## src/rtl/uart_param.sv

```systemverilog
// uart_param: full-duplex UART with a runtime baud divisor and per-frame configuration.
// TX and RX run independent dividers that produce 16 oversample ticks per bit. The
// format is sampled when a frame starts, so changing the inputs mid-frame has no effect.
module uart_param #(
  parameter int DIV_W = 16,
  parameter int OVS   = 16
) (
  input  logic             clk,
  input  logic             rst_n,
  input  logic [DIV_W-1:0] baud_div,
  input  logic [1:0]       data_bits,
  input  logic [1:0]       parity_mode,
  input  logic             stop2,
  input  logic             tx_valid,
  input  logic [7:0]       tx_data,
  output logic             tx_ready,
  output logic             tx,
  input  logic             rx,
  output logic             rx_valid,
  output logic [7:0]       rx_data,
  output logic             rx_parity_err,
  output logic             rx_frame_err,
  output logic             rx_break,
  output logic             rx_busy,
  output logic             tx_busy
);

  localparam logic [4:0]       LAST_TICK  = 5'(OVS - 1);
  localparam logic [4:0]       LAST_TICK2 = 5'(2 * OVS - 1);
  localparam logic [4:0]       SAMP_A     = 5'(OVS / 2 - 1);
  localparam logic [4:0]       SAMP_B     = 5'(OVS / 2);
  localparam logic [4:0]       SAMP_C     = 5'(OVS / 2 + 1);
  localparam logic [DIV_W-1:0] DIV_ONE    = DIV_W'(1);

  typedef enum logic [2:0] {TX_IDLE, TX_START, TX_DATA, TX_PARITY, TX_STOP} tx_state_t;
  typedef enum logic [2:0] {RX_IDLE, RX_START, RX_DATA, RX_PARITY, RX_STOP, RX_WAIT_IDLE} rx_state_t;

  // ---------------- transmitter ----------------
  tx_state_t        r_tx_state, w_tx_next;
  logic [DIV_W-1:0] r_tx_div, r_tx_div_cnt, w_tx_div_eff;
  logic [4:0]       r_tx_tick_cnt, w_tx_last;
  logic [2:0]       r_tx_bit_idx, r_tx_nbits_m1;
  logic [7:0]       r_tx_shift, w_tx_mask;
  logic             r_tx_par_en, r_tx_par_bit, r_tx_stop2, r_tx_line;
  logic             w_tx_accept, w_tx_tick, w_tx_bit_end, w_tx_line;

  assign w_tx_mask    = 8'hFF >> (2'd3 - data_bits);
  assign w_tx_accept  = tx_valid && (r_tx_state == TX_IDLE);
  assign w_tx_div_eff = (r_tx_div == '0) ? DIV_ONE : r_tx_div;
  assign w_tx_tick    = (r_tx_state != TX_IDLE) && (r_tx_div_cnt == w_tx_div_eff - DIV_ONE);
  assign w_tx_last    = (r_tx_state == TX_STOP && r_tx_stop2) ? LAST_TICK2 : LAST_TICK;
  assign w_tx_bit_end = w_tx_tick && (r_tx_tick_cnt == w_tx_last);

  // TX next-state and next line level; the line is registered so tx never glitches.
  always_comb begin
    // NOTE: every signal written here gets a default first so no latch is inferred.
    w_tx_next = r_tx_state;
    w_tx_line = 1'b1;
    case (r_tx_state)
      TX_IDLE:   if (tx_valid) w_tx_next = TX_START;
      TX_START:  if (w_tx_bit_end) w_tx_next = TX_DATA;
      TX_DATA:   if (w_tx_bit_end && r_tx_bit_idx == r_tx_nbits_m1)
                   w_tx_next = r_tx_par_en ? TX_PARITY : TX_STOP;
      TX_PARITY: if (w_tx_bit_end) w_tx_next = TX_STOP;
      TX_STOP:   if (w_tx_bit_end) w_tx_next = TX_IDLE;
      default:   w_tx_next = TX_IDLE;
    endcase
    case (w_tx_next)
      TX_START:  w_tx_line = 1'b0;
      TX_DATA:   w_tx_line = (r_tx_state == TX_DATA && w_tx_bit_end) ? r_tx_shift[1] : r_tx_shift[0];
      TX_PARITY: w_tx_line = r_tx_par_bit;
      default:   w_tx_line = 1'b1;
    endcase
  end

  // TX state register, frame config capture, divider, tick and bit counters.
  always_ff @(posedge clk or negedge rst_n) begin
    if (!rst_n) begin
      r_tx_state    <= TX_IDLE;
      r_tx_line     <= 1'b1;
      r_tx_div      <= '0;
      r_tx_div_cnt  <= '0;
      r_tx_tick_cnt <= '0;
      r_tx_bit_idx  <= '0;
      r_tx_nbits_m1 <= '0;
      r_tx_shift    <= '0;
      r_tx_par_en   <= 1'b0;
      r_tx_par_bit  <= 1'b0;
      r_tx_stop2    <= 1'b0;
    end else begin
      // NOTE: sequential state uses non-blocking assignments so every flop sees pre-edge values.
      r_tx_state <= w_tx_next;
      r_tx_line  <= w_tx_line;
      if (w_tx_accept) begin
        r_tx_div      <= baud_div;
        r_tx_div_cnt  <= '0;
        r_tx_tick_cnt <= '0;
        r_tx_bit_idx  <= '0;
        r_tx_nbits_m1 <= {1'b1, data_bits};
        r_tx_shift    <= tx_data & w_tx_mask;
        r_tx_par_en   <= ^parity_mode;
        r_tx_par_bit  <= (^(tx_data & w_tx_mask)) ^ (parity_mode == 2'b10);
        r_tx_stop2    <= stop2;
      end else if (r_tx_state != TX_IDLE) begin
        r_tx_div_cnt <= w_tx_tick ? '0 : r_tx_div_cnt + DIV_ONE;
        if (w_tx_bit_end) begin
          r_tx_tick_cnt <= '0;
          if (r_tx_state == TX_DATA) begin
            r_tx_shift   <= r_tx_shift >> 1;
            r_tx_bit_idx <= r_tx_bit_idx + 3'd1;
          end
        end else if (w_tx_tick) begin
          r_tx_tick_cnt <= r_tx_tick_cnt + 5'd1;
        end
      end
    end
  end

  assign tx       = r_tx_line;
  assign tx_ready = (r_tx_state == TX_IDLE);
  assign tx_busy  = (r_tx_state != TX_IDLE);

  // ---------------- receiver ----------------
  rx_state_t        r_rx_state, w_rx_next;
  logic             r_rx_s1, r_rx_s2;
  logic [DIV_W-1:0] r_rx_div, r_rx_div_cnt, w_rx_div_eff;
  logic [4:0]       r_rx_tick_cnt;
  logic [2:0]       r_rx_bit_idx, r_rx_nbits_m1;
  logic [7:0]       r_rx_shift, r_rx_data;
  logic [1:0]       r_rx_samp;
  logic             r_rx_par_en, r_rx_odd, r_rx_par_bit, r_rx_all_zero;
  logic             r_rx_valid, r_rx_perr, r_rx_ferr, r_rx_brk;
  logic             w_rx_active, w_rx_start, w_rx_tick, w_rx_decide, w_rx_bit_end, w_rx_maj;

  assign w_rx_active  = (r_rx_state != RX_IDLE) && (r_rx_state != RX_WAIT_IDLE);
  assign w_rx_start   = (r_rx_state == RX_IDLE) && !r_rx_s2;
  assign w_rx_div_eff = (r_rx_div == '0) ? DIV_ONE : r_rx_div;
  assign w_rx_tick    = w_rx_active && (r_rx_div_cnt == w_rx_div_eff - DIV_ONE);
  assign w_rx_decide  = w_rx_tick && (r_rx_tick_cnt == SAMP_C);
  assign w_rx_bit_end = w_rx_tick && (r_rx_tick_cnt == LAST_TICK);
  // 2-of-3 vote over the two stored mid-bit samples and the current one.
  assign w_rx_maj     = (r_rx_samp[0] & r_rx_samp[1]) | (r_rx_samp[0] & r_rx_s2) | (r_rx_samp[1] & r_rx_s2);

  // RX next-state: bits are judged at the third mid-bit sample, advanced at the bit's last tick.
  always_comb begin
    w_rx_next = r_rx_state;
    case (r_rx_state)
      RX_IDLE:      if (!r_rx_s2) w_rx_next = RX_START;
      RX_START:     if (w_rx_decide && w_rx_maj) w_rx_next = RX_IDLE;
                    else if (w_rx_bit_end) w_rx_next = RX_DATA;
      RX_DATA:      if (w_rx_bit_end && r_rx_bit_idx == r_rx_nbits_m1)
                      w_rx_next = r_rx_par_en ? RX_PARITY : RX_STOP;
      RX_PARITY:    if (w_rx_bit_end) w_rx_next = RX_STOP;
      RX_STOP:      if (w_rx_decide) w_rx_next = w_rx_maj ? RX_IDLE : RX_WAIT_IDLE;
      RX_WAIT_IDLE: if (r_rx_s2) w_rx_next = RX_IDLE;
      default:      w_rx_next = RX_IDLE;
    endcase
  end

  // RX synchroniser, state register, sampling datapath and result registers.
  always_ff @(posedge clk or negedge rst_n) begin
    if (!rst_n) begin
      r_rx_s1       <= 1'b1;
      r_rx_s2       <= 1'b1;
      r_rx_state    <= RX_IDLE;
      r_rx_div      <= '0;
      r_rx_div_cnt  <= '0;
      r_rx_tick_cnt <= '0;
      r_rx_bit_idx  <= '0;
      r_rx_nbits_m1 <= '0;
      r_rx_shift    <= '0;
      r_rx_samp     <= '0;
      r_rx_par_en   <= 1'b0;
      r_rx_odd      <= 1'b0;
      r_rx_par_bit  <= 1'b0;
      r_rx_all_zero <= 1'b0;
      r_rx_valid    <= 1'b0;
      r_rx_data     <= '0;
      r_rx_perr     <= 1'b0;
      r_rx_ferr     <= 1'b0;
      r_rx_brk      <= 1'b0;
    end else begin
      r_rx_s1    <= rx;
      r_rx_s2    <= r_rx_s1;
      r_rx_state <= w_rx_next;
      r_rx_valid <= 1'b0;
      if (w_rx_start) begin
        r_rx_div      <= baud_div;
        r_rx_div_cnt  <= '0;
        r_rx_tick_cnt <= '0;
        r_rx_bit_idx  <= '0;
        r_rx_nbits_m1 <= {1'b1, data_bits};
        r_rx_shift    <= '0;
        r_rx_par_en   <= ^parity_mode;
        r_rx_odd      <= (parity_mode == 2'b10);
        r_rx_all_zero <= 1'b1;
      end else if (w_rx_active) begin
        r_rx_div_cnt <= w_rx_tick ? '0 : r_rx_div_cnt + DIV_ONE;
        if (w_rx_bit_end)   r_rx_tick_cnt <= '0;
        else if (w_rx_tick) r_rx_tick_cnt <= r_rx_tick_cnt + 5'd1;
        if (w_rx_tick && r_rx_tick_cnt == SAMP_A) r_rx_samp[0] <= r_rx_s2;
        if (w_rx_tick && r_rx_tick_cnt == SAMP_B) r_rx_samp[1] <= r_rx_s2;
        if (w_rx_bit_end && r_rx_state == RX_DATA) r_rx_bit_idx <= r_rx_bit_idx + 3'd1;
        if (w_rx_decide) begin
          case (r_rx_state)
            RX_DATA: begin
              r_rx_shift[r_rx_bit_idx] <= w_rx_maj;
              r_rx_all_zero            <= r_rx_all_zero & ~w_rx_maj;
            end
            RX_PARITY: begin
              r_rx_par_bit  <= w_rx_maj;
              r_rx_all_zero <= r_rx_all_zero & ~w_rx_maj;
            end
            RX_STOP: begin
              r_rx_valid <= 1'b1;
              r_rx_data  <= r_rx_shift;
              r_rx_perr  <= r_rx_par_en & ((^r_rx_shift) ^ r_rx_par_bit ^ r_rx_odd);
              r_rx_ferr  <= ~w_rx_maj;
              r_rx_brk   <= r_rx_all_zero & ~w_rx_maj;
            end
            default: ;
          endcase
        end
      end
    end
  end

  assign rx_valid      = r_rx_valid;
  assign rx_data       = r_rx_data;
  assign rx_parity_err = r_rx_perr;
  assign rx_frame_err  = r_rx_ferr;
  assign rx_break      = r_rx_brk;
  assign rx_busy       = (r_rx_state != RX_IDLE);

endmodule

```

## config.mk

```make
export PLATFORM = sky130hd
export DESIGN_NAME = uart_param
export DESIGN_NICKNAME = d
export VERILOG_FILES = /design/src/rtl/uart_param.sv
export SDC_FILE = /design/constraint.sdc
export NUM_CORES = 1
export LEC_CHECK = 0
export BUFFER_PORTS_ARGS = -buffer_cell sky130_fd_sc_hd__buf_4
export CAP_MARGIN = 30
export CELL_PAD_IN_SITES_DETAIL_PLACEMENT = 1
export CELL_PAD_IN_SITES_GLOBAL_PLACEMENT = 2
export CORE_ASPECT_RATIO = 1.75
export CORE_MARGIN = 1
export CORE_UTILIZATION = 35
export DETAILED_ROUTE_END_ITERATION = 8
export PLACE_DENSITY = 0.88
export SLEW_MARGIN = 10
export SYNTH_ARGS = -nofsm -noshare
export SYNTH_HDL_FRONTEND = slang
export SYNTH_SLANG_ARGS = --single-unit
```

## constraint.sdc

```tcl
create_clock -name clk -period 4.2 [get_ports clk]
set_input_delay 0.84 -clock clk [delete_from_list [all_inputs] [get_ports clk]]
set_output_delay 0.84 -clock clk [all_outputs]
set_load 0.01 [all_outputs]
```

# Word-level counts from Yosys, hierarchy flattened
# Index checks and enable logic that the tools add are counted.
dict set report totals {
  ff_bits 132
  input_bits 33
  output_inout_bits 16
  wordCells 196
}
dict set report op_classes {
  addsub 9
  magnitude_cmp 2
  n_eq_ne 29
  n_shift 1
  n_mux 62
  bitwise 13
  reduce_logical 49
}
# op count
set op_table {}
lappend op_table {{2-to-1 mux 16 bit} 8}
lappend op_table {{2-to-1 mux 3 bit} 22}
lappend op_table {{2-to-1 mux 8 bit} 8}
lappend op_table {{2-to-1 mux 5 bit} 9}
lappend op_table {{adder 16 x 1 -> 16 bit (second input constant)} 2}
lappend op_table {{== test 16 bit} 2}
lappend op_table {{zero test 16 bit} 2}
lappend op_table {{subtractor 16 x 1 -> 16 bit (second input constant)} 2}
lappend op_table {{== test 3 x 2 -> 1 bit (second input constant)} 6}
lappend op_table {{one-hot mux 3 bit (6 select lines)} 1}
lappend op_table {{logical AND 1 bit} 17}
lappend op_table {{nonzero test 2 bit} 8}
lappend op_table {{XOR reduction 8 bit} 2}
lappend op_table {{== test 5 x 4 -> 1 bit (second input constant)} 3}
lappend op_table {{one-hot mux 3 bit (5 select lines)} 1}
lappend op_table {{AND reduction 3 bit} 5}
lappend op_table {{nonzero test 3 bit} 4}
lappend op_table {{adder 5 x 1 -> 5 bit (second input constant)} 2}
lappend op_table {{2-to-1 mux 1 bit} 10}
lappend op_table {{!= test 2 bit (second input constant)} 5}
lappend op_table {{== test 3 x 1 -> 1 bit (second input constant)} 3}
lappend op_table {{== test 3 bit (second input constant)} 3}
lappend op_table {{bitwise AND 8 bit} 1}
lappend op_table {{bitwise mux 8 bit} 1}
lappend op_table {{other kinds (23)} 38}

# Logic depth before layout (Yosys ltp)
dict set report depth {
  word_depth 11
  mapped_depth 16
  mapped_depth_nobuf 14
}

# Least setup slack after synthesis
# No wires, ideal clock.
dict set report synth_timing {
  path_kind {reg-to-reg}
  from {register r_rx_div[10]}
  to {register r_rx_data[1] (netlist: rx_data[1])}
  setup_ps 127
  arrival_ps 4110
  required_time_ps 4073
  slack_ps -38
  stages_incl_launch_ff 15
  n_path_buf 1
  synth_period_minus_slack_ps 4238
  cell_sequence {dfrtp_1 -> nor4_4 -> nand4_1 -> nor3_1 -> nor2_1 -> ha_1 -> nor2b_1 -> a31o_2 -> a2111o_1 -> a221o_1 -> or4b_4 -> nor4_4 -> nor3b_4 -> buf_6 -> mux2_1}
}
dict set report synth_between {
  elab_chain_len 7
}
# item line
set synth_lines {}
lappend synth_lines {{start, declared} 126} ;# logic [DIV_W-1:0] r_rx_div, r_rx_div_cnt, w_rx_div_eff;
lappend synth_lines {{start signal, assigned} 188} ;# r_rx_div <= baud_div;
lappend synth_lines {{zero test 16 bit} 137} ;# assign w_rx_div_eff = (r_rx_div == '0) ? DIV_ONE : r_rx_div;
lappend synth_lines {{2-to-1 mux 16 bit *} 137}
lappend synth_lines {{subtractor 16 x 1 -> 16 bit *} 138} ;# assign w_rx_tick = w_rx_active && (r_rx_div_cnt == w_rx_div_eff - DIV_ONE);
lappend synth_lines {{== test 16 bit *} 138}
lappend synth_lines {{logical AND 1 bit *} 138}
lappend synth_lines {{logical AND 1 bit *} 139} ;# assign w_rx_decide = w_rx_tick && (r_rx_tick_cnt == SAMP_C);
lappend synth_lines {{AND reduction 4 bit (no line) *} -}
lappend synth_lines {{end signal, assigned} 216} ;# r_rx_data <= r_rx_shift;
lappend synth_lines {{end, declared} 129} ;# logic [7:0] r_rx_shift, r_rx_data;
# Every way passes the cells marked *; elsewhere a longest branch is shown, timed or not.
# A chain may end at the register's enable or synchronous reset.

# Worst setup path in the final report
dict set report layout_timing {
  from {register r_rx_div[15]}
  to {register r_rx_data[6] (netlist: rx_data[6])}
}
# Same word-level chain as after synthesis.

==> impl_metrics.ini <==
[setup_path]
end_kind = register
r2r_start = r_rx_div[15]
startpoint = r_rx_div[15]
critical_path_class = register to register
path_max_fanout = 6
ff2ff_setup_slack_ps = 50
crit_buf_inv = 2
required_ps = 4510
crit_path_start_kind = register
cp_top_family = simple AND/OR/NAND/NOR gates
crit_path_cell_trace = nor2_1, nand4_1, nor3_2, nor2_1, ha_2, xor2_1, o211ai_1, a2111o_1, a221o_1, or4b_4, nor4_4, nor3b_4, buf_6, buf_12, mux2_2
r2r-end = rx_data[6]
r2r_cells = 15
cpMostUsedCell = nor2_1
cp_slowest_stage_delay_ps = 500
cp_slowest_cell = or4b_4
crit_arrival_ps = 4460

[route]
viasPerCell = 5.47
routed_wl_um = 21800
drc = 0
postRouteAntennaNets = 0
dr.first_iter.drc_count = 205
wl_per_cell_um = 18.3
drt-pass1-iter-count = 4
num_vias = 6508

[synthesis]
syn-num-nets = 886
ys_types = 64
seq_area_frac_synth_pct = 43.8
synth_ff_type = dfrtp_1
ys.warnings.count = 0
synthCells = 842
synth_async_sr_flop_share_pct = 100
avgSynthCellArea_um2 = 8.97
synth-seq-cells = 132
synth_edf_count = 0
syn_area_mm2 = 0.00755

[placement]
portBuffers = 48
dp_cells = 1149
hpwl_um = 16200
finalWeightedCongestion = 0.892

[cts]
tritoncts = yes
postCtsHoldBufs = 0
cts_buffer_depth = 2
cts_buffers = 17
htree_levels = 4
clock-sinks = 132
clk_pin_slew_worst_paths_ps = 60
clk_latency_ps = 430
cts_root_buf = clkbuf_16

[finish]
final_cell_count_no_fill = 1189
area_growth_pct = 21.2
antennaDiodeCount = 0
drive_gt1_share_pct = 16.9
layout_common_cells = nand2_1 (166), dfrtp_1 (129), buf_4 (89)
final_common_cell = nand2_1
num-nets-final = 968

[power]
cellPowerDensity_mw_per_mm2 = 542
leakage_nw = 4.19
vdd_ir_drop_max_mv = 0.329
p_total_w = 0.00496

[timing]
slew_viol_final = 0
hold_viol_final = 0
worstMarginPinSlew_ps = 761
finalCritPeriodShare_pct = 98.9
finalClockSkew_ps = 8.56
maxSlewHeadroom_pct = 49.2
finalSetupViolCount = 0
period_needed_ps = 4150
fmax_mhz = 241
rsz0062_at_grt = true
fin_hold_ws_ps = 314

[die]
ios = 49
die_x_um = 113
rows = 70
start_util_pct = 35.9
dieArea_mm2 = 0.0222
fp.dieH_um = 196
core_mm2 = 0.0210

[hold_path]
hold_path_class = primary input to async pin

[global_route]
grt_overflow = 0
antenna_found_initial = 0
grt_pass1_wl_um = 36200
first_global_vias = 7065
grt_max_degree = 74
track_usage_pct = 21.1

[run]
drv_cap = 0

[outcome]
outcome = finished clean
==> metrics by stage <==
step / setup TNS (ps) / setup WS [ps] / util (%) / cell area (um^2)
CTS: 0 / 30.3 / 43.0 / 9030
global route: -3220 / -211 / 43.5 / 9150
finish: 0 / 46.4 / 43.5 / 9150
detailed placement: 0 / 49.8 / 40.2 / 8450
global placement: 0 / 174 / 40.1 / 8420
floorplan: 0 / 35.5 / - / 7560
==> layout make-up <==
type | instances | area, um^2
Clock buffer | 27 | 483
Clock inverter | 5 | 100
Fill cell | 2468 | 11900
Inverter | 23 | 86.3
Multi-Input combinational cell | 651 | 4040
Sequential cell | 132 | 3310
Tap cell | 252 | 315
Timing Repair Buffer | 99 | 823
==> worst register-to-register path, stage by stage (launching register included) <==
cell	delay (ps)
dfrtp_1	420
nor2_1	280
nand4_1	190
nor3_2	250
nor2_1	80
ha_2	330
xor2_1	130
o211ai_1	100
a2111o_1	350
a221o_1	290
or4b_4	500
nor4_4	290
nor3b_4	260
buf_6	140
buf_12	110
mux2_2	330
==> sequential cells by signal, summed over array words and instances (netlist names), 2 cells and up <==
register / count
r_rx_nbits_m1: 3
r_rx_div: 16
r_tx_bit_idx: 3
r_tx_shift: 8
rx_data: 8
r_rx_div_cnt: 16
r_tx_div: 16
r_rx_bit_idx: 3
r_rx_samp: 2
r_tx_div_cnt: 16
r_tx_tick_cnt: 5
r_rx_state: 3
r_tx_nbits_m1: 3
r_rx_tick_cnt: 5
r_tx_state: 3
r_rx_shift: 8
==> synth_stat cells, drive strengths merged, types with 7 or more instances <==
master / number / area share [%]
a21o: 13 / 1.3
nand4: 17 / 1.4
nor3: 22 / 1.5
o31ai: 10 / 0.99
mux2: 13 / 1.9
buf: 12 / 0.91
a31oi: 13 / 1.1
nor2: 52 / 2.6
mux2i: 12 / 1.6
ha: 11 / 1.8
nor3b: 16 / 1.7
nand2: 166 / 8.3
a311oi: 10 / 1.2
o21ai: 52 / 3.4
inv: 23 / 1.1
nand3: 33 / 2.2
clkbuf: 24 / 1.2
nor4: 10 / 1.5
or3: 7 / 0.58
and3: 15 / 1.2
xnor2: 43 / 5.0
dfrtp: 129 / 43
xor2: 32 / 3.7
nor2b: 12 / 0.99
a21oi: 19 / 1.3
==> worst max path at each step <==
stage	slack, ps	cells past startpoint	to
floorplan	40	14	rx_data[1]
global placement	170	14	rx_data[0]
detailed placement	50	14	rx_data[6]
CTS	30	14	rx_data[6]
global route	-210	15	rx_data[0]
finish	50	15	rx_data[6]
==> timing repair <==
item | in CTS | in global routing
setup endpoints to repair | 0 | 43
resized for setup | 0 | 16
buffers inserted | 0 | 9
==> layer usage <==
metal	track usage [%]	wire length, um	up-vias
li1	-	-	3124
met2	40.0	12200	86
met3	4.26	444	47
met1	21.3	8130	3251
met5	0	0	-
met4	11.1	952	0
==> logic make-up after synthesis <==
kind of cell | Yosys count | share of synthesized area [%]
muxes | 25 | 3.53
xor gates and xnor gates | 75 | 8.70
buffers and inverters | 59 | 3.25
and+or+nand+nor | 389 | 25.8
DFF | 132 | 43.8
AOI/OAI and AO/OA | 150 | 12.9
adders and majority gates | 12 | 1.96
==> power by group <==
part	switching (W)	leakage (nW)	total (W)	internal, W
clock	0.000540	0.284	0.00150	0.000963
sequential	0.000344	1.72	0.00186	0.00152
combinational	0.000875	2.19	0.00160	0.000726
No activity file was read; power rests on OpenSTA's default activity.
